**src/rtl/instruction_fetch_sequencer_if.sv**
```systemverilog
// Fetch-side bus of the instruction fetch sequencer: instruction memory, decode handshake, redirect.
// FETCH_PERF_COUNT_EN adds the FetchCount/StallCount performance counters.
interface instruction_fetch_sequencer_if;
  logic [31:0] IMemAddress;
  logic [31:0] IMemInstruction;
  logic        DecodeReady;
  logic        Redirect;
  logic [31:0] RedirectTarget;
  logic [31:0] InstrOut;
  logic [31:0] PCPlus4Out;
  logic        ValidOut;
  logic        Halted;
`ifdef FETCH_PERF_COUNT_EN
  logic [31:0] FetchCount;
  logic [31:0] StallCount;
`endif

  modport master (
`ifdef FETCH_PERF_COUNT_EN
    output FetchCount,
    output StallCount,
`endif
    output IMemAddress,
    input  IMemInstruction,
    input  DecodeReady,
    input  Redirect,
    input  RedirectTarget,
    output InstrOut,
    output PCPlus4Out,
    output ValidOut,
    output Halted
  );

  modport slave (
`ifdef FETCH_PERF_COUNT_EN
    input  FetchCount,
    input  StallCount,
`endif
    input  IMemAddress,
    output IMemInstruction,
    input  DecodeReady,
    output Redirect,
    output RedirectTarget,
    input  InstrOut,
    input  PCPlus4Out,
    input  ValidOut,
    input  Halted
  );
endinterface

```
**src/rtl/instruction_fetch_sequencer.sv**
```systemverilog
// Instruction fetch sequencer: owns the PC, fetches one word per cycle into a valid/ready output stage,
// handles redirects and halts outside the populated memory. FETCH_PERF_COUNT_EN enables perf counters.
module instruction_fetch_sequencer #(
  parameter logic [31:0] RESET_PC  = 32'h0000_0000,
  parameter int unsigned MEM_WORDS = 128
) (
  input logic                          Clk,
  input logic                          Rst,
  instruction_fetch_sequencer_if.master bus
);

  typedef enum logic [1:0] {IDLE, RUN, HALT} state_t;

  localparam logic [31:0] MEM_LIMIT = 32'(MEM_WORDS);

  state_t      state_q, state_d;
  logic [31:0] pc_p0, pc_d;
  logic [31:0] instr_p1, instr_d;
  logic [31:0] pc_plus4_p1, pc_plus4_d;
  logic        vld_p1, vld_d;
  logic        halted_q, halted_d;
  logic        advance;
  logic        in_range;
  logic [31:0] pc_next;
  logic [31:0] redirect_pc;

  assign advance     = (state_q == RUN) && (!vld_p1 || bus.DecodeReady);
  assign in_range    = {2'b00, pc_p0[31:2]} < MEM_LIMIT;
  assign pc_next     = pc_p0 + 32'd4;
  assign redirect_pc = {bus.RedirectTarget[31:2], 2'b00};

  always_comb begin
    state_d    = state_q;
    pc_d       = pc_p0;
    instr_d    = instr_p1;
    pc_plus4_d = pc_plus4_p1;
    vld_d      = vld_p1;
    halted_d   = halted_q;
    case (state_q)
      IDLE: begin
        state_d = RUN;
        if (bus.Redirect) pc_d = redirect_pc;
      end
      RUN, HALT: begin
        if (bus.Redirect) begin
          // Redirect wins over advance/stall and flushes the word in the output stage.
          pc_d     = redirect_pc;
          vld_d    = 1'b0;
          state_d  = RUN;
          halted_d = 1'b0;
        end else if (advance) begin
          if (in_range) begin
            instr_d    = bus.IMemInstruction;
            pc_plus4_d = pc_next;
            vld_d      = 1'b1;
            pc_d       = pc_next;
          end else begin
            state_d  = HALT;
            halted_d = 1'b1;
            vld_d    = 1'b0;
          end
        end
      end
      default: state_d = IDLE;
    endcase
  end

  // p0: program counter / control state
  always_ff @(posedge Clk) begin
    if (Rst) begin
      state_q  <= IDLE;
      pc_p0    <= RESET_PC;
      halted_q <= 1'b0;
    end else begin
      state_q  <= state_d;
      pc_p0    <= pc_d;
      halted_q <= halted_d;
    end
  end

  // p1: fetch/decode output stage
  always_ff @(posedge Clk) begin
    if (Rst) begin
      instr_p1    <= 32'd0;
      pc_plus4_p1 <= 32'd0;
      vld_p1      <= 1'b0;
    end else begin
      instr_p1    <= instr_d;
      pc_plus4_p1 <= pc_plus4_d;
      vld_p1      <= vld_d;
    end
  end

  assign bus.IMemAddress = pc_p0;
  assign bus.InstrOut    = instr_p1;
  assign bus.PCPlus4Out  = pc_plus4_p1;
  assign bus.ValidOut    = vld_p1;
  assign bus.Halted      = halted_q;

`ifdef FETCH_PERF_COUNT_EN
  logic        fetch_en;
  logic        stall_en;
  logic [31:0] fetch_cnt;
  logic [31:0] stall_cnt;

  assign fetch_en = advance && in_range && !bus.Redirect;
  assign stall_en = (state_q == RUN) && vld_p1 && !bus.DecodeReady && !bus.Redirect;

  always_ff @(posedge Clk) begin
    if (Rst) begin
      fetch_cnt <= 32'd0;
      stall_cnt <= 32'd0;
    end else begin
      if (fetch_en) fetch_cnt <= fetch_cnt + 32'd1;
      if (stall_en) stall_cnt <= stall_cnt + 32'd1;
    end
  end

  assign bus.FetchCount = fetch_cnt;
  assign bus.StallCount = stall_cnt;
`endif

endmodule

```
**src/flat_wrapper.sv**
```systemverilog
// flat-port wrapper written by rule: the top's interface ports become plain ports
module instruction_fetch_sequencer_flat 
#(
  parameter logic [31:0] RESET_PC  = 32'h0000_0000,
  parameter int unsigned MEM_WORDS = 128
)
  (Clk, Rst, bus_IMemAddress, bus_IMemInstruction, bus_DecodeReady, bus_Redirect, bus_RedirectTarget, bus_InstrOut, bus_PCPlus4Out, bus_ValidOut, bus_Halted);
  instruction_fetch_sequencer_if bus_i ();
  input logic Clk;
  input logic Rst;
  output wire logic [$bits(bus_i.IMemAddress)-1:0] bus_IMemAddress;
  input wire logic [$bits(bus_i.IMemInstruction)-1:0] bus_IMemInstruction;
  input wire logic [$bits(bus_i.DecodeReady)-1:0] bus_DecodeReady;
  input wire logic [$bits(bus_i.Redirect)-1:0] bus_Redirect;
  input wire logic [$bits(bus_i.RedirectTarget)-1:0] bus_RedirectTarget;
  output wire logic [$bits(bus_i.InstrOut)-1:0] bus_InstrOut;
  output wire logic [$bits(bus_i.PCPlus4Out)-1:0] bus_PCPlus4Out;
  output wire logic [$bits(bus_i.ValidOut)-1:0] bus_ValidOut;
  output wire logic [$bits(bus_i.Halted)-1:0] bus_Halted;
  assign bus_IMemAddress = bus_i.IMemAddress;
  assign bus_i.IMemInstruction = bus_IMemInstruction;
  assign bus_i.DecodeReady = bus_DecodeReady;
  assign bus_i.Redirect = bus_Redirect;
  assign bus_i.RedirectTarget = bus_RedirectTarget;
  assign bus_InstrOut = bus_i.InstrOut;
  assign bus_PCPlus4Out = bus_i.PCPlus4Out;
  assign bus_ValidOut = bus_i.ValidOut;
  assign bus_Halted = bus_i.Halted;
  instruction_fetch_sequencer #(.RESET_PC(RESET_PC), .MEM_WORDS(MEM_WORDS)) u_core (.Clk(Clk), .Rst(Rst), .bus(bus_i));
endmodule
```
**config.mk**
```make
export PLATFORM = sky130hd
export DESIGN_NAME = instruction_fetch_sequencer_flat
export DESIGN_NICKNAME = d
export VERILOG_FILES = /design/src/rtl/instruction_fetch_sequencer_if.sv /design/src/rtl/instruction_fetch_sequencer.sv /design/src/flat_wrapper.sv
export SDC_FILE = /design/constraint.sdc
export NUM_CORES = 1
export LEC_CHECK = 0
export CORE_UTILIZATION = 43
export DETAILED_ROUTE_END_ITERATION = 8
export PLACE_DENSITY = 0.77
export REMOVE_ABC_BUFFERS = 1
export SLEW_MARGIN = 20
export SYNTH_ARGS = -nofsm -noshare
export SYNTH_HDL_FRONTEND = slang
export SYNTH_SLANG_ARGS = --single-unit
```
**constraint.sdc**
```tcl
create_clock -name Clk -period 2.3 [get_ports Clk]
set_input_delay 0.69 -clock Clk [delete_from_list [all_inputs] [get_ports Clk]]
set_output_delay 0.69 -clock Clk [all_outputs]
set_load 0.01 [all_outputs]
```
==> results <==
stage by stage:
step                total power, mW  utilization  setup WS [ps]
global placement              2.758       0.6328         -309.0
CTS                           3.856       0.6544          59.57
detailed placement            2.775       0.6328         -309.9
global route                  4.022       0.6544         -66.98
floorplan                     2.281            -          -2824
finish                        3.824       0.6544          56.57
path summary, 6_finish.rpt:
path / start / endpoint / slack [ps] / cells after the start
setup reg to reg: u_core.state_q[0] / u_core.bus.InstrOut[27] / 60 / 9
setup / recovery: u_core.state_q[0] / u_core.bus.InstrOut[27] / 60 / 9
hold / removal: u_core.bus.PCPlus4Out[2] / u_core.bus.PCPlus4Out[2] / 450 / 2
hold reg to reg: u_core.bus.PCPlus4Out[2] / u_core.bus.PCPlus4Out[2] / 450 / 2
worst reg2reg max path: cells and delay by family (launching register included):
family | cells | cell delay (ps)
flops | 1 | 390
fa+ha+maj | 1 | 380
simple gates | 3 | 600
buf+inv | 4 | 690
compound gates | 1 | 130
cell usage in the layout (no fill, tap or decap), types with 5 or more instances in the layout:
cell	n
sky130_fd_sc_hd__clkbuf_8	9
sky130_fd_sc_hd__buf_4	20
sky130_fd_sc_hd__nand3_1	18
sky130_fd_sc_hd__a21oi_1	29
sky130_fd_sc_hd__nor4_1	5
sky130_fd_sc_hd__nand2_1	50
sky130_fd_sc_hd__a211oi_1	8
sky130_fd_sc_hd__and3_1	22
sky130_fd_sc_hd__a21oi_2	33
sky130_fd_sc_hd__xor2_1	5
sky130_fd_sc_hd__clkdlybuf4s50_1	158
sky130_fd_sc_hd__dfxtp_1	96
sky130_fd_sc_hd__nor3_1	7
sky130_fd_sc_hd__nand2_2	33
sky130_fd_sc_hd__inv_1	5
sky130_fd_sc_hd__o21ai_0	28
sky130_fd_sc_hd__nor2_1	12
repair_timing:
action	CTS	global route
setup endpoints to repair	0	29
buffers inserted	0	0
hold endpoints to repair	0	0
final cells by class:
cell class | instances | share of cell area
flip-flops and latches | 96 | 0.3209
multi-input cells | 303 | 0.3165
repair buffers | 183 | 0.3033
well taps | 111 | 0.02319
clock buffers | 9 | 0.02068
clock inverters | 7 | 0.01233
inverters | 5 | 0.003133
sequential cells by signal, indices dropped and copies added, names as in the netlist:
| name | flops |
|---|---|
| u_core.state_q | 2 |
| u_core.bus.InstrOut | 32 |
| u_core.bus.PCPlus4Out | 30 |
| u_core.bus.ValidOut | 1 |
| u_core.bus.IMemAddress | 30 |
| u_core.bus.Halted | 1 |
report_power, final:
group / internal [mW] / total, mW / switching [mW]
logic: 0.444 / 0.877 / 0.434
registers: 1.75 / 1.87 / 0.116
clock network: 0.427 / 1.08 / 0.652
total: 2.62 / 3.82 / 1.20
cells by family (layout without fill, tap and decap cells):
kind of cell	Yosys count	after routing	synth area share
other	1	4	0.0009276
buffers and inverters	41	204	0.06066
AND/OR/NAND/NOR	170	170	0.2343
AO/OA/AOI/OAI	117	117	0.1984
XOR/XNOR	6	6	0.01300
multiplexers	2	2	0.004952
adder cells (fa/ha/maj)	4	4	0.01238
flip-flops	96	96	0.4754
layer usage:
metal,GRT usage,vias to the layer above,part of all wire
li1,-,1838,-
met1,0.2604,1725,0.44
met2,0.3486,135,0.47
met3,0.07943,12,0.077
met4,0.05855,0,0.014
met5,0,-,0
==> parameters.txt <==
Parameter                              Value

Routing
  DRC viols ... 0
  Routed wirelength normalized by instance count ... 14.58 um
  Iter 0 DRT Violations ... 161
  Pre-Repair DR Iteration Count ... 4
  Count of antenna-violating nets left after detailed routing ... 0
  Total vias in the final route ... 3710
  Wirelength, routed ... 10410 um
  Vias per cell ... 5.196

Synthesis
  Mean instance size in the synthesized netlist ... 9.251 um2
  Share of async-settable or async-resettable flops after synthesis ... 0
  Most frequent cells after synthesis ... 96 x sky130_fd_sc_hd__dfxtp_1, 50 x sky130_fd_sc_hd__nand2_1, 33 x sky130_fd_sc_hd__a21oi_2, 33 x sky130_fd_sc_hd__nand2_2, 29 x sky130_fd_sc_hd__a21oi_1
  Yosys top cell by area ... sky130_fd_sc_hd__dfxtp_1
  YS warnings ... 0
  Post-synth top area share ... 0.4754
  Number of enable-type register cells in the synthesized netlist ... 0
  Top post-synthesis cells by area ... sky130_fd_sc_hd__dfxtp_1 48%, sky130_fd_sc_hd__a21oi_2 7.1%, sky130_fd_sc_hd__nand2_2 5.1%, sky130_fd_sc_hd__nand2_1 4.6%, sky130_fd_sc_hd__a21oi_1 3.6%
  Commonest register cell after synthesis ... sky130_fd_sc_hd__dfxtp_1
  Post-synthesis sequential area ratio ... 0.4754
  Instance count of the mapped netlist ... 437
  Register bit total from synthesis ... 96
  Mapped Area ... 4043 um2
  Most frequent cell after synthesis ... sky130_fd_sc_hd__dfxtp_1
  Count of unique library cells instantiated by Yosys ... 51

Critical path
  CP Data Arrival Time ... 2530 ps
  Critical-path cell list ... inv_1, ha_1, nand2b_1, buf_4, nor4_4, buf_4, buf_12, nand2_2, a21oi_2
  Crit start category ... flip-flop
  Critical path fanouts, max ... 16
  Data required, critical path ... 2590 ps
  Worst stage delay on the critical path ... 390 ps
  Start-to-end type of the worst setup path ... flip-flop to flip-flop
  Top Family by Delay on Critical Path ... buffers and inverters
  CP endpoint kind ... flip-flop
  Most common cell type on the critical path ... sky130_fd_sc_hd__buf_4
  Highest-delay cell along the critical path ... sky130_fd_sc_hd__dfxtp_1
  Buffering stage count on the worst path with inverters included ... 4

Floorplan
  Top-level port count ... 166
  Placement Rows ... 35
  Die Footprint ... 9793 um2
  Die Width ... 98.96 um
  Die Y-Extent ... 98.96 um
  Initial Utilization ... 0.4417
  Area of the core ... 9153 um2

Final layout
  Area of the multi-input gates ... 1896 um2
  Ratio of cells with drive above 1 in the final layout ... 0.1957
  Final Instance Area ... 5989 um2
  Cell Count, Final, Fillers Out ... 714
  Layout Nets ... 670
  Antenna Cells ... 0
  Layout-stage area growth over the synthesis result ... 48.16%
  Fillcell total ... 767
  Area occupied by registers ... 1922 um2

Power
  Cell area power density ... 638.4 nW/um2
  Worst ir drop on vdd ... 506.9 uV
  LEAKAGE ... 2.145 nW

GRT
  Wire length of the first global-routing pass ... 16590 um
  Maximum number of pins on one net before global-route repair ... 57
  Global router's overall resource usage ... 0.2122
  Initial antenna violation count ... 0
  Number of global-route vias before repair ... 3476
  Remaining global-route overflow ... 0

CTS
  Number of gates resized after cts ... 0
  Count of clock tree sinks ... 96
  Worst skew pair latency ... 360 ps
  Clk root buf ... sky130_fd_sc_hd__clkbuf_8
  Maximum buffer depth of the clock tree ... 2
  Number of buffers inserted by hold repair at cts ... 0
  Number of H-tree branching levels ... 3
  Clock-pin slew reported for the worst setup and hold paths after clock tree synthesis ... 100 ps
  TritonCTS clock tree ... done
  Num CTS Buffers ... 9

Place
  Placer Congestion ... 0.8465
  Post-place instance area ... 5792 um2
  Post-detail-place hpwl ... 7540 um
  Placed insts ... 698
  Number of port buffers ... 159

Status
  Status ... finished, final reports clean

Hold path
  Worst Hold Class ... flip-flop to flip-flop

Timing
  Pins over their slew limit ... 0
  Hold Fails Final Rpt ... 0
  RSZ-0062 raised after global routing ... true
  Tightest slew margin relative to the limit ... 0.4523
  Share of the clock period used by the worst path ... 0.9754
  Setup-violating endpoint count in the final report ... 0
  TNS Setup ... 0 ps
  Transition time at the pin with the least slew margin ... 821.5 ps
  Setup skew after layout ... 13.34 ps
  Achievable clock frequency ... 445.7 MHz
  Post-Route Hold Slack ... 454.6 ps
  Final min period ... 2243 ps

Flow run
  Number of max-cap violations ... 0
Power figures use the tool's default switching activity.
==> edit 1, RTL diff (config.mk and constraints unchanged) <==
Take the reset off `instr_p1` and load it in a clocked block of its own.
--- a/src/rtl/instruction_fetch_sequencer.sv
+++ b/src/rtl/instruction_fetch_sequencer.sv
@@ -81,14 +81,16 @@
   // p1: fetch/decode output stage
   always_ff @(posedge Clk) begin
     if (Rst) begin
-      instr_p1    <= 32'd0;
       pc_plus4_p1 <= 32'd0;
       vld_p1      <= 1'b0;
     end else begin
-      instr_p1    <= instr_d;
       pc_plus4_p1 <= pc_plus4_d;
       vld_p1      <= vld_d;
     end
+  end
+
+  always_ff @(posedge Clk) begin
+    instr_p1 <= instr_d;
   end
 
   assign bus.IMemAddress = pc_p0;
Behaviour: differs if Rst is asserted again (counterexample within 4 cycles, from zero or initial values and one cycle with Rst high); with Rst held inactive, the same outputs for 4 cycles.
==> edit 1 against the original RTL <==
Wire length down 7.6%; sequential share of layout area up 7.0 points; synthesized cell count down 27%; sequential power up 3%; design area down 4.3%; synthesized area down 8.9%; total power down 2.1%; critical endpoint is now bus_IMemAddress[9]; worst setup slack better by 0.061 ns; sequential cell count unchanged; largest power group unchanged; die area down 8.7%.
==> edit 1: results (changes against the original RTL) <==
Run status
  – Status: completed

Layout
  – Final nets: 570 (-15%)
  – Comb_multi_in: 195 (-36%)
  – Post-Layout Cell Count: 608 (-15%)
  – Non-clk invs: 11 (+6)
  – Area of the multi-input gates: 1314 sq um (-31%)
  – Buffers, non-clock: 185 (+1.1%)

Placement
  – Placer congestion estimate: 0.8266 (-2.4%)
  – DP Worst Slack: -0.08760 ns (+0.2223 ns)
  – Hpwl dp: 7.275 mm (-3.5%)

Min path
  – Hold path cells: 1 (-1)
  – HP Start: u_core.bus.PCPlus4Out[26]

Route
  – Detailed Route Iter0 Violations: 127 (-21%)
  – DR vias/cell: 5.105 (-1.7%)

Power
  – Pleak: 2.124 nW (-0.99%)
  – PwrDens: 653.0 nW/um^2 (+2.3%)
  – Sw Share: 28.85% (-2.6 points)

STA
  – Slew HR: 65.82% (+21 points)
  – Skew final: 0.01060 ns (-0.002735 ns)
  – Post-route minimum period: 2.183 ns (-0.06064 ns)

Global routing
  – Vias in the first global route: 2,972 (-14%)
  – Tot GR Track Use: 21.96% (+0.74 points)
  – Met2 usage: 36.47% (+1.6 points)

Logic synthesis
  – Seq/Total Area, Yosys: 60.89% (+13 points)
  – Post-synth EDFFs: 32 (+32)
  – Distinct cell type count of the synthesized netlist: 53 (+3.9%)
  – Synth top cells by count: 64 x dfxtp_1, 32 x edfxtp_1, 30 x nor2_1, 23 x and2_1
  – Area contributors post-synth: dfxtp_1 35%, edfxtp_1 26%, mux2i_1 4.1%

Critical path
  – FF-to-FF End: u_core.bus.IMemAddress[2]
  – Worst reg2reg startpoint: u_core.bus.IMemAddress[25]
  – CP startpoint: u_core.bus.IMemAddress[9]
  – Reg2reg path depth: 7 (-2)
  – Critical Path End: bus_IMemAddress[9]
## edit 1: cell count changes after synthesis, moves of 13 or more
| cell | before | now |
|---|---|---|
| nand2_1 | 50 | 15 |
| a21oi_2 | 33 | 0 |
| nand2_2 | 33 | 0 |
| dfxtp_1 | 96 | 64 |
| edfxtp_1 | 0 | 32 |
| and2_1 | 1 | 23 |
| and3_1 | 22 | 1 |
| nor2_1 | 12 | 30 |
| a21oi_1 | 29 | 14 |
| o21ai_0 | 28 | 13 |
| mux2i_1 | 2 | 15 |
## edit 1: per-layer routing
metal  vias to the layer above  wire length [um]
met5                         -                 0
met4                         0               145
met3                        12               631
met2                       115              4797
met1                      1485              4042
li1                       1492                 -
## edit 1: kinds of logic after synthesis
family / Yosys count / synth area share [%]
and+or+nand+nor: 104 / 15.70
DFF: 96 / 60.89
AOI/OAI and AO/OA: 62 / 12.54
buffers and inverters: 30 / 3.907
muxes: 15 / 4.077
xor gates and xnor gates: 6 / 1.427
adders and majority gates: 4 / 1.359
other: 1 / 0.1018
==> edit 2, RTL diff (config.mk and constraints unchanged) <==
Made on the original files. `MEM_WORDS` is set to 128 in 2 places; all go to 96.
--- a/src/rtl/instruction_fetch_sequencer.sv
+++ b/src/rtl/instruction_fetch_sequencer.sv
@@ -2,7 +2,7 @@
 // handles redirects and halts outside the populated memory. FETCH_PERF_COUNT_EN enables perf counters.
 module instruction_fetch_sequencer #(
   parameter logic [31:0] RESET_PC  = 32'h0000_0000,
-  parameter int unsigned MEM_WORDS = 128
+  parameter int unsigned MEM_WORDS = 96
 ) (
   input logic                          Clk,
   input logic                          Rst,
--- a/src/flat_wrapper.sv
+++ b/src/flat_wrapper.sv
@@ -2,7 +2,7 @@
 module instruction_fetch_sequencer_flat 
 #(
   parameter logic [31:0] RESET_PC  = 32'h0000_0000,
-  parameter int unsigned MEM_WORDS = 128
+  parameter int unsigned MEM_WORDS = 96
 )
   (Clk, Rst, bus_IMemAddress, bus_IMemInstruction, bus_DecodeReady, bus_Redirect, bus_RedirectTarget, bus_InstrOut, bus_PCPlus4Out, bus_ValidOut, bus_Halted);
   instruction_fetch_sequencer_if bus_i ();
Check against the original RTL: not equivalent (Yosys sat finds a counterexample within 4 cycles, from zero or initial values and one cycle with Rst high).
==> edit 2 against the original RTL <==
Synthesized cell count down 5.0%; sequential cell count did not move; critical path depth fell by 3; design area decreased by 5.6%; wire length decreased by 3.2%; synthesized area down 7.6%; global-route usage up 0.62 points; worst setup slack improved by 0.093 ns; first-iteration DRC count fell by 37%; count of clock-buffer cells in the layout up 1; cell count decreased by 3.6%; sequential share of layout area up 1.9 points; total power grew 15%.
==> edit 2: results (changes against the original RTL) <==
Critical path
  – Critical path arrival: 2.36 ns (-0.17 ns)
  – Worst reg2reg startpoint: u_core.bus.IMemAddress[14]
  – CP max stage delay: 0.62 ns (+0.23 ns)
  – Crit Path Max Fanout: 35 (+19)
  – Largest delay contributor family on the critical path: simple AND/OR/NAND/NOR gates
  – Reg2reg path depth: 6 (-3)
  – Flop2flop setup slack: 0.15 ns (+0.09 ns)
  – FF-to-FF End: u_core.bus.InstrOut[31]

Layout
  – # fillers: 690 (-10%)
  – Share of cells above drive strength 1: 7.547% (-12 points)
  – Final nets: 650 (-3.0%)
  – Post-Layout Cell Count: 688 (-3.6%)

Placement
  – DP Worst Slack: -0.1464 ns (+0.1636 ns)
  – Placer congestion estimate: 0.8380 (-1.0%)
  – Cells after DPL: 672 (-3.7%)
  – DP Area: 5453 sq um (-5.9%)
  – Hpwl dp: 7.409 mm (-1.7%)

Logic synthesis
  – Post-Synth XOR/XNOR Area: 1.173% (-0.13 points)
  – Post-Synth Adder-Cell Area: 1.340% (+0.10 points)
  – Synth top cells by count: 96 x dfxtp_1, 86 x nand2_1, 46 x a21oi_1, 30 x nor2_1, 25 x and2_1
  – Distinct cell type count of the synthesized netlist: 47 (-7.8%)
  – Mux cell area share after synthesis: 5.362% (+4.9 points)
  – Seq/Total Area, Yosys: 51.47% (+3.9 points)
  – Syn avg cell area: 8.997 sq um (-2.7%)
  – Area contributors post-synth: dfxtp_1 51%, nand2_1 8.6%, a21oi_1 6.2%

Route
  – Final wirelength: 10.08 mm (-3.2%)
  – Detailed Route Iter0 Violations: 101 (-37%)
  – Wl on met1: 4.418 mm (-3.0%)
  – DR vias: 3,447 (-7.1%)
  – Metal3 WL: 788 um (-1.9%)

STA
  – Skew final: 0.01159 ns (-0.001745 ns)
  – Min Hold Slack: 0.4524 ns (-0.002249 ns)
  – Slew HR: 56.31% (+11 points)

Global routing
  – Vias in the first global route: 3,282 (-5.6%)
  – Tot GR Track Use: 21.84% (+0.62 points)
  – Largest net degree at the start of global routing: 36 (-37%)
  – Grt met1 use: 27.02% (+0.98 points)
  – Global-route met3 utilization: 6.778% (-1.2 points)
  – Met2 usage: 35.77% (+0.92 points)
  – Global-route wire length before repair: 15.49 mm (-6.6%)

Run status
  – Status: completed

Power
  – Comb pwr share: 30.5% (+7.6 points)
  – Clock network fraction of total power: 25.0% (-3.2 points)
  – Pleak: 2.117 nW (-1.3%)
  – P_sw: 1.378 mW (+15%)
  – PwrDens: 774.6 nW/um^2 (+21%)
  – Peak VDD IR: 522.2 uV (+3.0%)

Min path
  – Hold path cells: 2 (unchanged)
  – Worst Hold Path EP: u_core.bus.InstrOut[21]
  – HP Start: u_core.bus.InstrOut[21]

Clock tree
  – Clk_lat worst skew: 0.36 ns (about the same)
## edit 2: final cells by class
cell class	instances	share of cell area [%]
timing repair buffer	177	30.94
clock buffer	10	2.256
multi-input combinational	290	29.04
inverter	4	0.2654
clock inverter	6	1.194
sequential	96	33.97
tap	105	2.322
## edit 2: how the worst max path moves through the flow
stage / from / to / slack [ns] / cells after the start
2_1_floorplan: u_core.state_q[0] / u_core.bus.IMemAddress[10] / -0.94 / 6
3_3_place_gp: bus_Redirect / u_core.bus.InstrOut[18] / -0.08 / 7
3_5_place_dp: bus_Redirect / u_core.bus.InstrOut[26] / -0.15 / 7
4_1_cts: u_core.bus.IMemAddress[14] / u_core.bus.IMemAddress[2] / 0.12 / 5
5_1_grt: u_core.state_q[0] / u_core.bus.InstrOut[26] / 0.03 / 8
6_report: u_core.bus.IMemAddress[14] / u_core.bus.InstrOut[31] / 0.15 / 6
## edit 2: repair_timing
item | 4_1_cts | 5_1_grt
gates resized for setup | 0 | 2
hold buffers | 0 | 0
endpoints found under the setup margin | 0 | 8
